$ cat src/rtl/bid_log_pkg.sv
// Shared types for the bid round logger: winner/state enums, error codes
// and the packed result record carried through the result FIFO.
package bid_log_pkg;

  localparam int REC_RID_W = 16;
  localparam int REC_AMT_W = 32;
  localparam int TS_W      = 32;

  localparam logic [2:0] ERR_NONE      = 3'b000;
  localparam logic [2:0] ERR_DUPLICATE = 3'b101;

  typedef enum logic [1:0] {
    W_NONE = 2'b00,
    W_X    = 2'b01,
    W_Y    = 2'b10,
    W_Z    = 2'b11
  } winner_e;

  typedef enum logic [1:0] {
    IDLE   = 2'b00,
    DECODE = 2'b01,
    COMMIT = 2'b10
  } log_state_e;

  typedef struct packed {
    logic [REC_RID_W-1:0] round_id;
    winner_e              winner;
    logic [REC_AMT_W-1:0] amount;
    logic [2:0]           err;
    logic [TS_W-1:0]      timestamp;
  } result_rec_t;

  // win bits are {Z, Y, X}; anything but a single bit maps to none
  function automatic winner_e enc_winner(input logic [2:0] w);
    winner_e v;
    case (w)
      3'b001:  v = W_X;
      3'b010:  v = W_Y;
      3'b100:  v = W_Z;
      default: v = W_NONE;
    endcase
    return v;
  endfunction

endpackage

$ cat src/rtl/bid_round_logger_if.sv
// Result read port of the bid round logger: head record plus
// valid/ready handshake. Master is the logger, slave the consumer.
interface bid_round_logger_if
  import bid_log_pkg::*;
#(
  parameter int RID_W = REC_RID_W,
  parameter int AMT_W = REC_AMT_W
);

  logic             rd_valid;
  logic             rd_ready;
  logic [RID_W-1:0] rd_round_id;
  logic [1:0]       rd_winner;
  logic [AMT_W-1:0] rd_amount;
  logic [2:0]       rd_err;
  logic [TS_W-1:0]  rd_timestamp;

  modport master (
    output rd_valid,
    output rd_round_id,
    output rd_winner,
    output rd_amount,
    output rd_err,
    output rd_timestamp,
    input  rd_ready
  );

  modport slave (
    input  rd_valid,
    input  rd_round_id,
    input  rd_winner,
    input  rd_amount,
    input  rd_err,
    input  rd_timestamp,
    output rd_ready
  );

endinterface

$ cat src/rtl/bid_log_fifo.sv
// Synchronous FIFO of typed records; a push is still taken when full
// as long as a pop happens in the same cycle.
module bid_log_fifo #(
  parameter int  DEPTH = 8,
  parameter type T     = logic [7:0]
) (
  input  logic clk,
  input  logic reset,
  input  logic i_push,
  input  T     i_wdata,
  input  logic i_pop,
  output T     o_rdata,
  output logic o_full,
  output logic o_empty
);

  localparam int AW = $clog2(DEPTH);

  T           r_mem [DEPTH];
  logic [AW:0] r_wptr;
  logic [AW:0] r_rptr;
  logic        w_push;
  logic        w_pop;

  // extra pointer msb separates full from empty
  assign o_empty = (r_wptr == r_rptr);
  assign o_full  = (r_wptr[AW] != r_rptr[AW]) &&
                   (r_wptr[AW-1:0] == r_rptr[AW-1:0]);

  assign w_pop   = i_pop & ~o_empty;
  assign w_push  = i_push & (~o_full | w_pop);
  assign o_rdata = r_mem[r_rptr[AW-1:0]];

  always_ff @(posedge clk) begin
    if (reset) begin
      r_wptr <= '0;
      r_rptr <= '0;
    end else begin
      if (w_push) r_wptr <= r_wptr + (AW+1)'(1);
      if (w_pop)  r_rptr <= r_rptr + (AW+1)'(1);
    end
  end

  always_ff @(posedge clk) begin
    if (w_push) r_mem[r_wptr[AW-1:0]] <= i_wdata;
  end

endmodule

$ cat src/rtl/bid_round_logger.sv
// Logs one result record per arbitration round into a FIFO and keeps
// win/revenue statistics. Define BID_LOG_TIMESTAMP_EN to stamp records.
module bid_round_logger
  import bid_log_pkg::*;
#(
  parameter int DEPTH = 8,
  parameter int AMT_W = REC_AMT_W,
  parameter int RID_W = REC_RID_W,
  parameter int CNT_W = 16
) (
  input  logic             clk,
  input  logic             reset,
  input  logic             roundOver,
  input  logic             X_win,
  input  logic             Y_win,
  input  logic             Z_win,
  input  logic [AMT_W-1:0] maxBid,
  input  logic [2:0]       err,
  input  logic             stats_clr,
  bid_round_logger_if.master rd,
  output logic [CNT_W-1:0] x_wins,
  output logic [CNT_W-1:0] y_wins,
  output logic [CNT_W-1:0] z_wins,
  output logic [AMT_W-1:0] revenue,
  output logic [CNT_W-1:0] drop_cnt,
  output logic             proto_err,
  output logic             fifo_full,
  output logic             fifo_empty
);

  log_state_e       r_state;
  logic             r_ro_q;
  logic [2:0]       r_win;
  logic [AMT_W-1:0] r_amt;
  logic [2:0]       r_err;
  winner_e          r_winner;
  logic [AMT_W-1:0] r_rec_amt;
  logic [RID_W-1:0] r_rid;

  logic [CNT_W-1:0] r_x;
  logic [CNT_W-1:0] r_y;
  logic [CNT_W-1:0] r_z;
  logic [AMT_W-1:0] r_rev;
  logic [CNT_W-1:0] r_drop;
  logic             r_perr;

  logic             w_evt;
  logic             w_commit;
  logic             w_pop;
  logic             w_accept;
  logic             w_full;
  logic             w_empty;
  logic             w_multi;
  logic             w_busy_evt;
  logic [AMT_W:0]   w_rev_sum;
  logic [TS_W-1:0]  w_ts;
  result_rec_t      w_wrec;
  result_rec_t      w_head;

  assign w_evt      = roundOver & ~r_ro_q;
  assign w_commit   = (r_state == COMMIT);
  assign w_pop      = ~w_empty & rd.rd_ready;
  assign w_accept   = ~w_full | w_pop;
  assign w_multi    = (r_state == DECODE) & ~$onehot0(r_win);
  assign w_busy_evt = w_evt & (r_state != IDLE);
  assign w_rev_sum  = {1'b0, r_rev} + {1'b0, r_rec_amt};

  always_ff @(posedge clk) begin
    if (reset) begin
      r_state   <= IDLE;
      r_ro_q    <= 1'b0;
      r_win     <= '0;
      r_amt     <= '0;
      r_err     <= ERR_NONE;
      r_winner  <= W_NONE;
      r_rec_amt <= '0;
      r_rid     <= '0;
    end else begin
      r_ro_q <= roundOver;
      unique case (r_state)
        IDLE: begin
          if (w_evt) begin
            r_win   <= {Z_win, Y_win, X_win};
            r_amt   <= maxBid;
            r_err   <= err;
            r_state <= DECODE;
          end
        end
        DECODE: begin
          if ($onehot(r_win) && r_err != ERR_DUPLICATE) begin
            r_winner  <= enc_winner(r_win);
            r_rec_amt <= r_amt;
          end else begin
            r_winner  <= W_NONE;
            r_rec_amt <= '0;
          end
          r_state <= COMMIT;
        end
        COMMIT: begin
          // dropped rounds still consume an id
          r_rid   <= r_rid + RID_W'(1);
          r_state <= IDLE;
        end
        default: r_state <= IDLE;
      endcase
    end
  end

  always_ff @(posedge clk) begin
    if (reset || stats_clr) begin
      r_x    <= '0;
      r_y    <= '0;
      r_z    <= '0;
      r_rev  <= '0;
      r_drop <= '0;
      r_perr <= 1'b0;
    end else begin
      if (w_commit && w_accept) begin
        unique case (r_winner)
          W_X: if (r_x != '1) r_x <= r_x + CNT_W'(1);
          W_Y: if (r_y != '1) r_y <= r_y + CNT_W'(1);
          W_Z: if (r_z != '1) r_z <= r_z + CNT_W'(1);
          default: ;
        endcase
        r_rev <= w_rev_sum[AMT_W] ? '1 : w_rev_sum[AMT_W-1:0];
      end
      if (w_commit && !w_accept && r_drop != '1)
        r_drop <= r_drop + CNT_W'(1);
      if (w_multi || w_busy_evt)
        r_perr <= 1'b1;
    end
  end

`ifdef BID_LOG_TIMESTAMP_EN
  logic [TS_W-1:0] r_cyc;
  logic [TS_W-1:0] r_ts;

  always_ff @(posedge clk) begin
    if (reset) begin
      r_cyc <= '0;
      r_ts  <= '0;
    end else begin
      r_cyc <= r_cyc + TS_W'(1);
      if (r_state == IDLE && w_evt) r_ts <= r_cyc;
    end
  end

  assign w_ts = r_ts;
`else
  assign w_ts = '0;
`endif

  always_comb begin
    w_wrec           = '0;
    w_wrec.round_id  = r_rid;
    w_wrec.winner    = r_winner;
    w_wrec.amount    = r_rec_amt;
    w_wrec.err       = r_err;
    w_wrec.timestamp = w_ts;
  end

  bid_log_fifo #(
    .DEPTH (DEPTH),
    .T     (result_rec_t)
  ) u_fifo (
    .clk     (clk),
    .reset   (reset),
    .i_push  (w_commit),
    .i_wdata (w_wrec),
    .i_pop   (rd.rd_ready),
    .o_rdata (w_head),
    .o_full  (w_full),
    .o_empty (w_empty)
  );

  // head fields read as zero while the FIFO is empty
  assign rd.rd_valid     = ~w_empty;
  assign rd.rd_round_id  = w_empty ? '0 : w_head.round_id;
  assign rd.rd_winner    = w_empty ? '0 : w_head.winner;
  assign rd.rd_amount    = w_empty ? '0 : w_head.amount;
  assign rd.rd_err       = w_empty ? '0 : w_head.err;
  assign rd.rd_timestamp = w_empty ? '0 : w_head.timestamp;

  assign x_wins     = r_x;
  assign y_wins     = r_y;
  assign z_wins     = r_z;
  assign revenue    = r_rev;
  assign drop_cnt   = r_drop;
  assign proto_err  = r_perr;
  assign fifo_full  = w_full;
  assign fifo_empty = w_empty;

endmodule

$ cat src/flat_wrapper.sv
// flat-port wrapper written by rule: the top's interface ports become plain ports
module bid_round_logger_flat import bid_log_pkg::*;
#(
  parameter int DEPTH = 8,
  parameter int AMT_W = REC_AMT_W,
  parameter int RID_W = REC_RID_W,
  parameter int CNT_W = 16
)
  (clk, reset, roundOver, X_win, Y_win, Z_win, maxBid, err, stats_clr, x_wins, y_wins, z_wins, revenue, drop_cnt, proto_err, fifo_full, fifo_empty, rd_rd_valid, rd_rd_round_id, rd_rd_winner, rd_rd_amount, rd_rd_err, rd_rd_timestamp, rd_rd_ready);
  bid_round_logger_if #(.RID_W(RID_W), .AMT_W(AMT_W)) rd_i ();
  input  logic clk;
  input  logic reset;
  input  logic roundOver;
  input  logic X_win;
  input  logic Y_win;
  input  logic Z_win;
  input  logic [AMT_W-1:0] maxBid;
  input  logic [2:0] err;
  input  logic stats_clr;
  output logic [CNT_W-1:0] x_wins;
  output logic [CNT_W-1:0] y_wins;
  output logic [CNT_W-1:0] z_wins;
  output logic [AMT_W-1:0] revenue;
  output logic [CNT_W-1:0] drop_cnt;
  output logic proto_err;
  output logic fifo_full;
  output logic fifo_empty;
  output wire logic [$bits(rd_i.rd_valid)-1:0] rd_rd_valid;
  output wire logic [$bits(rd_i.rd_round_id)-1:0] rd_rd_round_id;
  output wire logic [$bits(rd_i.rd_winner)-1:0] rd_rd_winner;
  output wire logic [$bits(rd_i.rd_amount)-1:0] rd_rd_amount;
  output wire logic [$bits(rd_i.rd_err)-1:0] rd_rd_err;
  output wire logic [$bits(rd_i.rd_timestamp)-1:0] rd_rd_timestamp;
  input wire logic [$bits(rd_i.rd_ready)-1:0] rd_rd_ready;
  assign rd_rd_valid = rd_i.rd_valid;
  assign rd_rd_round_id = rd_i.rd_round_id;
  assign rd_rd_winner = rd_i.rd_winner;
  assign rd_rd_amount = rd_i.rd_amount;
  assign rd_rd_err = rd_i.rd_err;
  assign rd_rd_timestamp = rd_i.rd_timestamp;
  assign rd_i.rd_ready = rd_rd_ready;
  bid_round_logger #(.DEPTH(DEPTH), .AMT_W(AMT_W), .RID_W(RID_W), .CNT_W(CNT_W)) u_core (.clk(clk), .reset(reset), .roundOver(roundOver), .X_win(X_win), .Y_win(Y_win), .Z_win(Z_win), .maxBid(maxBid), .err(err), .stats_clr(stats_clr), .rd(rd_i), .x_wins(x_wins), .y_wins(y_wins), .z_wins(z_wins), .revenue(revenue), .drop_cnt(drop_cnt), .proto_err(proto_err), .fifo_full(fifo_full), .fifo_empty(fifo_empty));
endmodule
$ cat config.mk
export PLATFORM = sky130hd
export DESIGN_NAME = bid_round_logger_flat
export DESIGN_NICKNAME = d
export VERILOG_FILES = /design/src/rtl/bid_log_pkg.sv /design/src/rtl/bid_round_logger_if.sv /design/src/rtl/bid_log_fifo.sv /design/src/rtl/bid_round_logger.sv /design/src/flat_wrapper.sv
export SDC_FILE = /design/constraint.sdc
export NUM_CORES = 1
export LEC_CHECK = 0
export CORE_ASPECT_RATIO = 0.6
export CORE_UTILIZATION = 55
export DETAILED_ROUTE_END_ITERATION = 16
export GPL_TIMING_DRIVEN = 0
export MAX_ROUTING_LAYER = met4
export PLACE_DENSITY = 0.77
export SLEW_MARGIN = 5
export SYNTH_ARGS = -nofsm -noshare
export SYNTH_HDL_FRONTEND = slang
export SYNTH_SLANG_ARGS = --single-unit
$ cat constraint.sdc
create_clock -name clk -period 22.2 [get_ports clk]
set_input_delay 3.33 -clock clk [delete_from_list [all_inputs] [get_ports clk]]
set_output_delay 3.33 -clock clk [all_outputs]
set_load 0.005 [all_outputs]
==> flow_metrics.py, run 1 <==
metrics = {
    "outcome": {
        "run_status": "complete, no violations",
    },
    "grt": {
        "busiest_layer": "met2",
        "use_met1_pct": 40.2,
        "grt_pass1_vias": 16100,
        "gr-usage-all-layers_pct": 28.0,
        "antenna_found_initial": 4,
        "use_met2_pct": 42.2,
        "grt_use_met3_pct": 4.89,
        "grt_overflow_total": 0,
        "grt_pass1_wl_um": 96100,
        "grt_start_max_net_pins": 25,
    },
    "sta": {
        "min_period_ns": 7.41,
        "clock-skew-final_ns": 0.0132,
        "slew_headroom_pct": 14.9,
        "rsz0062_at_grt": "false",
        "whs_ns": 0.456,
        "worstMarginPinSlew_ns": 1.28,
        "max_freq_ghz": 0.135,
        "setup_viol": 0,
        "fin_crit_sh_pct": 33.4,
        "drv_slew": 0,
        "tns_ns": 0,
        "setup_ws_ns": 14.79,
        "hold_viol": 0,
    },
    "logic_synthesis": {
        "ys.flop_type": "edfxtp_1",
        "yosysWarnings": 0,
        "synthDistinctLibCells": 62,
        "synthTopCellsByArea": "edfxtp_1, dfxtp_1, mux4_2, nor2_1, mux2i_1",
        "synth_area_leader_cell": "edfxtp_1",
        "synth_most_common_cell": "edfxtp_1",
        "syn_avg_cell_area_um2": 14.3,
        "syn_inst": 1786,
        "seq_area_frac_synth_pct": 65.5,
        "netlist.area_leader.share_pct": 49.9,
        "synth_common_cells": "edfxtp_1, dfxtp_1, nor2_1",
        "ys_ff_latch": 623,
        "synth_edf_count": 424,
        "synth-async-reset-ratio_pct": 0,
        "synth_area_mm2": 0.0255,
    },
    "cts": {
        "cts_setup_buffers": 0,
        "root_buffer": "clkbuf_16",
        "cts_sinks": 623,
        "cts_tree": "built",
        "cts-hold-fix-buffers": 0,
        "clk_path_buf_depth": 3,
        "cts-htree-levels": 2,
        "path_clk_slew_ns": 0.07,
        "clock_latency_ns": 0.59,
        "cts_resized": 0,
        "cts_made_buffers": 55,
    },
    "placed_design": {
        "place_congestion": 0.947,
        "dpl_cell_area_mm2": 0.0289,
        "hpwl_um": 44900,
        "numPortBuffers": 195,
        "preCtsSetupSlack_ns": 14.47,
        "placed_cells": 2686,
    },
    "setup_path": {
        "worst_path_largest_cell_delay_ns": 0.74,
        "cp_slowest_cell": "buf_1",
        "worstPathRequired_ns": 18.87,
        "cp-end-kind": "output pin",
        "crit_type": "flip-flop to output pin",
        "r2r_setup_slack_ns": 17.50,
        "path_cells": "clkbuf_1 -> buf_1 -> buf_2 -> mux4_2 -> mux2i_1 -> nor2_1 -> clkdlybuf4s50_1",
        "rr_endpoint": "u_core.u_fifo.r_mem[1][15]",
        "start_kind": "flip-flop",
        "rr_startpoint": "u_core.u_fifo.r_wptr[1]",
        "ff2ff_path_depth": 12,
        "arrival_ns": 4.08,
        "cp_max_fo": 10,
        "crit_path_end": "rd_rd_amount[22]",
    },
    "power": {
        "power_density_mw_per_mm2": 77.3,
        "ir_worst_vdd_mv": 0.0668,
        "leakagePower_uw": 0.0105,
    },
    "final_layout": {
        "fillers": 3090,
        "area_growth_pct": 20.8,
        "instances_no_fill": 2794,
        "drive_gt1_share_pct": 15.6,
        "fin_area_mm2": 0.0308,
        "final_net_count": 2207,
    },
    "drt": {
        "drt_first_pass_iters": 6,
        "dr_total_vias": 16400,
        "wl_per_cell_um": 22.9,
        "avgViaCountPerCell": 5.88,
        "ant_nets": 0,
        "drc": 0,
        "drtIter0Drc": 1959,
        "drt_wl_total_um": 63900,
    },
    "min_path": {
        "hp-class": "flip-flop to flip-flop",
    },
    "die": {
        "std_cell_rows": 60,
        "start_util_pct": 56.4,
        "design.die.area_mm2": 0.0473,
        "ios": 228,
        "coreArea_mm2": 0.0453,
        "die_h_um": 169,
        "die_w_um": 280,
    },
    "flow_run": {
        "maxCapViolCount": 0,
    },
}
## flip-flops by register name, indices dropped and copies added (netlist names), 3 cells and up, named ones only
| name | count |
|---|---|
| u_core.r_rid | 16 |
| u_core.revenue | 32 |
| u_core.drop_cnt | 16 |
| u_core.u_fifo.r_mem | 424 |
| u_core.z_wins | 16 |
| u_core.r_rec_amt | 32 |
| u_core.r_err | 3 |
| u_core.x_wins | 16 |
| u_core.r_win | 3 |
| u_core.u_fifo.r_rptr | 4 |
| u_core.y_wins | 16 |
| u_core.r_amt | 32 |
| u_core.u_fifo.r_wptr | 4 |
## logic make-up after synthesis
logic type	Yosys count	synth area share, %
XOR/XNOR	104	3.57
AND/OR/NAND/NOR	475	8.37
buffers and inverters	130	2.52
adder cells (fa/ha/maj)	41	2.07
multiplexers	166	11.7
other	1	0.0147
flip-flops	623	65.5
AO/OA/AOI/OAI	246	6.25
## worst max-delay path: cells and delay by family, from the launching register on
kind / cells / cell delay, ns
and+or+nand+nor: 1 / 0.09
muxes: 2 / 0.89
buffers and inverters: 4 / 2.19
DFF: 1 / 0.31
## through the flow
stage	util (%)	total power, uW
final	68.1	2380
after global routing	68.1	2450
after CTS	68.1	2400
after detailed placement	63.9	1420
after global placement	62.7	1410
after floorplan	-	1350
## cell type report
| type | instances | area [um^2] | area share [%] |
|---|---|---|---|
| timing repair buffer | 249 | 2470 | 8.02 |
| tap | 620 | 776 | 2.52 |
| clock buffer | 85 | 1650 | 5.34 |
| multi-input combinational | 1064 | 8330 | 27.0 |
| sequential | 623 | 16700 | 54.2 |
| antenna | 4 | 10.0 | 0.0325 |
| clock inverter | 19 | 245 | 0.795 |
| buffer | 120 | 607 | 1.97 |
| inverter | 10 | 37.5 | 0.122 |
## power breakdown
group / switching, uW / internal (uW)
clock network: 422 / 571
registers: 7.47 / 1240
logic: 77.1 / 71.7
## cells in the final DEF (no fill, tap or decap), types with 5 or more instances in the layout
cell,count
conb_1,32
a21oi_1,78
mux2i_1,60
xnor2_1,47
nand2b_1,7
buf_4,61
a21oi_2,21
and4_1,9
and3_1,18
bufinv_16,5
xor2_1,57
nor2_1,198
clkbuf_16,57
a31oi_1,11
clkbuf_1,78
mux4_2,106
clkdlybuf4s50_1,195
and2_1,8
buf_1,11
ha_1,39
buf_2,11
nor3_1,12
inv_1,9
a22oi_1,34
nand2_1,133
or3_1,12
o21ai_0,48
buf_6,25
nand4_1,19
clkbuf_8,11
nor2b_1,6
edfxtp_1,424
dfxtp_1,199
clkinv_2,6
a21o_1,16
nand3_1,32
o21a_1,5
## metal layers
metal | part of all wire [%] | up-vias | routed length [um]
met5 | 0 | - | 0
met4 | 1.4 | 0 | 894
met3 | 9.0 | 60 | 5760
met2 | 47 | 799 | 29800
met1 | 43 | 8249 | 27400
li1 | - | 7329 | -
## worst min-delay path by stage
stage / start / endpoint / slack [ns] / depth (start not counted)
3_5_place_dp: u_core.r_amt[3] / u_core.r_amt[3] / 0.45 / 2
3_3_place_gp: u_core.r_amt[11] / u_core.r_amt[11] / 0.44 / 2
5_1_grt: u_core.r_amt[7] / u_core.r_amt[7] / 0.48 / 2
6_report: u_core.r_amt[7] / u_core.r_amt[7] / 0.46 / 2
2_1_floorplan: u_core.r_amt[0] / u_core.r_amt[0] / 0.44 / 2
4_1_cts: u_core.r_amt[3] / u_core.r_amt[3] / 0.46 / 2
(Power assumes the default switching activity.)
==> run 2: changes to the inputs <==
==> constraint.sdc (replaced) <==
create_clock -name clk -period 7.74 [get_ports clk]
set_input_delay 1.161 -clock clk [delete_from_list [all_inputs] [get_ports clk]]
set_output_delay 1.161 -clock clk [all_outputs]
set_load 0.005 [all_outputs]
==> results of run 2 <==
The final DEF is identical to that of run 1. Status: complete, no violations.
Among the figures that moved: setup slack after placement 14.47 ns -> 2.18 ns; setup slack after layout 14.79 ns -> 2.50 ns; register-to-register setup slack 17.50 ns -> 3.04 ns; total power 2380 uW -> 6840 uW; worst IR drop on VDD 0.0668 mV -> 0.192 mV
